## src/rtl/regfile_pkg.sv

```systemverilog
// Shared register-file definitions: default widths, the hardwired-zero
// index and the requester ids used by the writeback arbiter.
package regfile_pkg;

   localparam int ADDR_W_DEF = 5;
   localparam int DATA_W_DEF = 32;

   localparam logic [ADDR_W_DEF-1:0] REG_ZERO = '0;

   typedef enum logic {
      REQ_A = 1'b0,
      REQ_B = 1'b1
   } req_id_e;

endpackage

```

## src/rtl/rr_arbiter2.sv

```systemverilog
// Two-input round-robin arbiter; prio moves only when both inputs
// request in the same cycle and a grant is issued.
module rr_arbiter2
   import regfile_pkg::*;
(
   input  logic       clk,
   input  logic       reset,
   input  logic [1:0] req,
   input  logic       hold,
   output logic [1:0] gnt
);

   req_id_e prio;

   logic contended;
   assign contended = ~hold & req[0] & req[1];

   always_ff @(posedge clk or negedge reset) begin
      if (!reset) begin
         prio <= REQ_A;
      end else if (contended) begin
         prio <= (prio == REQ_A) ? REQ_B : REQ_A;
      end
   end

   always_comb begin
      gnt = 2'b00;
      if (!hold) begin
         if (&req) begin
            gnt = (prio == REQ_A) ? 2'b01 : 2'b10;
         end else begin
            gnt = req;
         end
      end
   end

endmodule

```

## src/rtl/regwrite_arbiter.sv

```systemverilog
// Writeback arbiter for the register file write port: round-robin grant,
// one registered output stage, register-0 discard and a refusal counter.
module regwrite_arbiter
   import regfile_pkg::*;
#(
   parameter int DATA_W = DATA_W_DEF,
   parameter int ADDR_W = ADDR_W_DEF,
   parameter int CNT_W  = 16
) (
   input  logic              clk,
   input  logic              reset,
   input  logic              a_valid,
   input  logic [ADDR_W-1:0] a_addr,
   input  logic [DATA_W-1:0] a_data,
   output logic              a_ready,
   input  logic              b_valid,
   input  logic [ADDR_W-1:0] b_addr,
   input  logic [DATA_W-1:0] b_data,
   output logic              b_ready,
   input  logic              rf_hold,
   output logic              rf_wr_en,
   output logic [ADDR_W-1:0] rf_wr_addr,
   output logic [DATA_W-1:0] rf_wr_data,
   output logic [CNT_W-1:0]  conflict_cnt
);

   logic [1:0]        gnt;
   logic              granted;
   logic              refused;
   logic [ADDR_W-1:0] sel_addr;
   logic [DATA_W-1:0] sel_data;

   rr_arbiter2 u_arb (
      .clk   (clk),
      .reset (reset),
      .req   ({b_valid, a_valid}),
      .hold  (rf_hold),
      .gnt   (gnt)
   );

   assign a_ready = gnt[0];
   assign b_ready = gnt[1];
   assign granted = |gnt;

   assign sel_addr = gnt[0] ? a_addr : b_addr;
   assign sel_data = gnt[0] ? a_data : b_data;

   assign refused = (a_valid & ~a_ready) | (b_valid & ~b_ready);

   // Register-0 writes complete the handshake but never assert the enable.
   always_ff @(posedge clk or negedge reset) begin
      if (!reset) begin
         rf_wr_en   <= 1'b0;
         rf_wr_addr <= '0;
         rf_wr_data <= '0;
      end else if (granted) begin
         rf_wr_en   <= (sel_addr != ADDR_W'(REG_ZERO));
         rf_wr_addr <= sel_addr;
         rf_wr_data <= sel_data;
      end else begin
         rf_wr_en   <= 1'b0;
      end
   end

   always_ff @(posedge clk or negedge reset) begin
      if (!reset) begin
         conflict_cnt <= '0;
      end else if (refused && (conflict_cnt != {CNT_W{1'b1}})) begin
         conflict_cnt <= conflict_cnt + 1'b1;
      end
   end

endmodule

```

## config.mk

```make
export PLATFORM = sky130hd
export DESIGN_NAME = regwrite_arbiter
export DESIGN_NICKNAME = d
export VERILOG_FILES = /design/src/rtl/regfile_pkg.sv /design/src/rtl/rr_arbiter2.sv /design/src/rtl/regwrite_arbiter.sv
export SDC_FILE = /design/constraint.sdc
export NUM_CORES = 1
export LEC_CHECK = 0
export BUFFER_PORTS_ARGS = -buffer_cell sky130_fd_sc_hd__buf_2
export CORE_MARGIN = 1
export CORE_UTILIZATION = 41
export DETAILED_ROUTE_END_ITERATION = 6
export HOLD_SLACK_MARGIN = 0.12
export PLACE_DENSITY = 0.76
export SETUP_SLACK_MARGIN = 0.2
export SKIP_CTS_REPAIR_TIMING = 1
export SLEW_MARGIN = 20
export SYNTH_ARGS = -nofsm -noshare
export SYNTH_HDL_FRONTEND = slang
export SYNTH_SLANG_ARGS = --single-unit
```

## constraint.sdc

```tcl
create_clock -name clk -period 2 [get_ports clk]
set_input_delay 0.4 -clock clk [delete_from_list [all_inputs] [get_ports clk]]
set_output_delay 0.4 -clock clk [all_outputs]
set_load 0.01 [all_outputs]
```

# Yosys cells after proc, flatten, opt, wreduce, memory -nomap -nowiden
# Index checks and enable logic that the tools add are counted.
# totals
out_inout_bits	56
elab_cells	26
regBits	55
input_bits	79
# classes
reduce_logical	4
bitwise	8
n_eq_ne	1
addsub	1
mux	7
# ops
operator	n
$mux W32	1
$add A16 B1 Y16 const B	1
$ne A16 B16 Y1 const B	1
$mux W2	3
$mux W5	1
$reduce_bool A5 Y1	1
$and A1 B1 Y1	4
$not A1 Y1	3
$mux W1	2
$reduce_and A2 Y1	1
$reduce_or A2 Y1	1
$logic_and A1 B1 Y1	1
$or A1 B1 Y1	1

# Depth between registers and ports, before layout
# logic_depth
word_depth	7
depth_mapped	6
depth_no_buf	5

# Modules after synthesis
# A second synthesis with hierarchy kept.
# hier_totals
cells_unflattened	256
hier_area_um2	2671.3
# by_module_without_submodules
module	cells_each	area_each_um2	seq_area_each_um2	instances
regwrite_arbiter	249	2600.0	1351.3	1
rr_arbiter2	7	71.3	25.0	1

# Worst setup path after synthesis
# Ideal clock, no wire load.
# synth_timing
path_kind	register to register
start	register conflict_cnt[0]
end	register conflict_cnt[1]
t_arrival_ns	1.845
path_buffers	1
required_ns	1.875
period_less_slack_ns	1.970
slack_ns	0.030
setup_ns	0.125
path_stages_with_launch	7
cell_sequence	dfrtp_1 -> ha_1 -> nand4_2 -> or4_4 -> buf_6 -> nand2_4 -> mux2_4
# synth_via
elab_chain_cells	2
elab_cells_between_ends	3
classes_between	1 x add/sub; 1 x eq/ne; 1 x reduce/logical
# synth_rtl
item	line_no	source
from (decl)	regwrite_arbiter.sv:24	output logic [CNT_W-1:0] conflict_cnt
from (signal assigned)	regwrite_arbiter.sv:69	conflict_cnt <= conflict_cnt + 1'b1;
parallel branches: the longest is 2 deep, another holds $add A16 B1 Y16	-	
# Parallel ways; which one is timed is not known.
# A chain may end at the register's enable or synchronous reset.

# Final worst setup path
# layout_timing
start	register conflict_cnt[5]
end	register conflict_cnt[1]
# layout_via
elab_chain_cells	2
# layout_rtl
item	line_no	source
$ne A16 B16 Y1	regwrite_arbiter.sv:68	end else if (refused && (conflict_cnt != {CNT_W{1'b1}})) begin
$logic_and A1 B1 Y1	regwrite_arbiter.sv:68	
# Every way passes these cells.

==> run_results.csv <==
group,metric,value,unit
outcome,outcome,"finished clean",
pwr,p_leak,1.87,nW
clock_tree,cts_made_buffers,5,
logic_synthesis,ys_ff_latch,55,
route,drt_iter0_drc,76,
placement,hpwl,4.81,mm
timing,finalHoldViolCount,0,
route,totalWireLength,6.53,mm
logic_synthesis,synth_cells,248,
timing,min_period,1830,ps
timing,max_clock_freq,0.546,GHz
setup_path,reg2reg_to,"conflict_cnt[1]",
logic_synthesis,synthArstFlopShare,100,%
floorplanning,row_count,28,
logic_synthesis,synth.top_cells.by_count,"dfrtp_1, nand2_1, mux2i_1, o21ai_0, xnor2_1",
route,viasPerCell,4.94,
logic_synthesis,synthDominantCellAreaShare,52.6,%
route,firstDrtPassIters,4,
timing,fin_setup_tns,0,ps
floorplanning,ios,135,
job,cap_viol_max_count,0,
logic_synthesis,synth_area,2620,µm²
logic_synthesis,yosysSeqAreaShare,52.6,%
floorplanning,fp.dieH,81.9,µm
route,wire_per_inst,13.6,µm
global_route,grt_max_degree,54,
logic_synthesis,yosysMostFrequentCell,"dfrtp_1",
setup_path,worstSetupStartpoint,"conflict_cnt[5]",
layout,num_antenna_cells,0,
global_route,grtUsageTotal,18.8,%
timing,skew,9.46,ps
clock_tree,h-tree-depth,2,
timing,worstMarginPinSlew,484,ps
clock_tree,cts-root-buf,"clkbuf_8",
global_route,grt_overflow,0,
timing,period_share,91.6,%
clock_tree,clock_latency,300,ps
layout,area_growth,41.6,%
hold_path,hp-class,"input port to flip-flop",
setup_path,cp-endpoint,"conflict_cnt[1]",
floorplanning,initial_utilization,43.4,%
setup_path,worst-setup-path-type,"flip-flop to flip-flop",
timing,slew_headroom,67.5,%
placement,dp_slack,66.1,ps
layout,drive_gt1_share,44.7,%
logic_synthesis,synth.avg_cell_area,10.6,µm²
setup_path,critPathArrivalTime,2020,ps
setup_path,rrSetupSlack,170,ps
global_route,antenna_found_initial,0,
setup_path,critPathMaxFanout,7,
timing,setup_viol,0,
logic_synthesis,synth_edf_count,0,
logic_synthesis,synth_top_cell_by_area,"dfrtp_1",
route,ant_nets,0,
setup_path,reg2reg_depth,4,
placement,place.port_buffers,134,
logic_synthesis,yosysUniqueCellTypes,29,
global_route,grt_pass1_vias,2107,
global_route,grt_pass1_wl,9.49,mm
layout,layout.nets,484,
timing,worst_slack,168,ps
clock_tree,clkSinkCount,55,
pwr,worst_ir_drop_vdd,491,µV
logic_synthesis,synth_area_leaders,"dfrtp_1, mux2i_1, o21ai_0",
pwr,powerDensity,820,nW/µm²
floorplanning,die_w,81.9,µm
setup_path,worstPathRequired,2190,ps
placement,gp_congestion,0.833,
clock_tree,clockBufferDepth,2,
setup_path,critPathCaptureType,"flip-flop",
route,drc,0,
clock_tree,cts_tree,"yes",
timing,drv_slew,0,
logic_synthesis,ys.warnings.count,0,
floorplanning,core_area,6030,µm²
route,vias,2370,
timing,rsz0062_at_grt,"yes",
setup_path,rr_startpoint,"conflict_cnt[5]",
logic_synthesis,synth_ff_type,"dfrtp_1",
floorplanning,die_area,6710,µm²
setup_path,start_kind,"flip-flop",
logic_synthesis,synth_nets,328,
clock_tree,clk_pin_slew_worst_paths,100,ps
==> flip-flops by register name, indices dropped and copies added (netlist names) <==
register and cells:
rf_wr_data 32, conflict_cnt 16, rf_wr_addr 5, rf_wr_en 1
u_arb.prio 1
==> through the flow <==
| step | power, mW | hold WS (ps) | cell area, µm² | util, % | cells |
|---|---|---|---|---|---|
| after global placement | 2.30 | 366 | 3420 | 56.8 | 451 |
| after floorplan | 1.93 | 104 | 2630 | - | 248 |
| final | 3.04 | 375 | 3710 | 61.5 | 480 |
| after detailed placement | 2.34 | 379 | 3420 | 56.8 | 451 |
| after global routing | 3.25 | 370 | 3710 | 61.5 | 480 |
| after CTS | 2.95 | 38.5 | 3510 | 58.3 | 459 |
==> power breakdown <==
group | leakage (nW) | internal [mW] | switching, mW | total, mW
clock | 0.0418 | 0.252 | 0.352 | 0.605
combinational | 1.15 | 0.499 | 0.450 | 0.950
sequential | 0.683 | 1.30 | 0.187 | 1.49
total | 1.87 | 2.05 | 0.990 | 3.04
==> cell type report <==
class	instances	area, µm²
fillers	531	2320
flip-flops and latches	55	1380
multi-input cells	176	1210
repair buffers	163	921
well taps	75	93.8
clock buffers	6	72.6
clock inverters	2	16.3
inverters	3	11.3
==> layout by cell type (no fill, tap or decap), drive strengths merged <==
cell type	synthesis	layout
or4	2	2
a211oi	1	1
dfrtp	55	55
o211a	1	1
mux2i	37	37
nand2	41	41
dlygate4sd3	0	1
nor4	4	4
and4	1	1
clkbuf	8	7
and3	3	3
nor2	4	4
clkinvlp	0	1
inv	3	4
o21ai	38	38
nand4	8	8
ha	1	1
nand3	10	10
maj3	1	1
a221oi	1	1
xnor2	11	11
nor3	5	5
xor2	5	5
mux2	1	1
buf	6	161
or4bb	1	1
==> worst max-delay path: stages, from the launching register on <==
cell and delay [ps]:
dfrtp_1 480, nand4_2 210, or4_4 640, nand2_4 90
mux2_4 290
==> worst min path at each step <==
stage	start	end	slack (ps)	depth (start not counted)
floorplan	reset	conflict_cnt[0]	100	0
global placement	reset	conflict_cnt[14]	370	1
detailed placement	reset	conflict_cnt[12]	380	1
CTS	reset	conflict_cnt[12]	40	1
global route	a_data[23]	rf_wr_data[23]	370	3
finish	b_data[24]	rf_wr_data[24]	370	3
==> kinds of logic after synthesis <==
| group | synth area share (%) |
|---|---|
| AO/OA/AOI/OAI | 8.27 |
| XOR/XNOR | 5.35 |
| adder cells (fa/ha/maj) | 0.860 |
| buffers and inverters | 2.96 |
| flip-flops | 52.6 |
| multiplexers | 14.7 |
| AND/OR/NAND/NOR | 15.2 |
==> layer usage <==
layer	part of all wire (%)	vias to the layer above	GRT usage [%]	routed length (µm)
met4	1.1	0	5.79	73
met5	0	-	0	0
li1	-	1180	-	-
met1	40	1077	22.7	2640
met2	51	106	32.7	3360
met3	7.0	7	4.44	457
(Power assumes the default switching activity.)
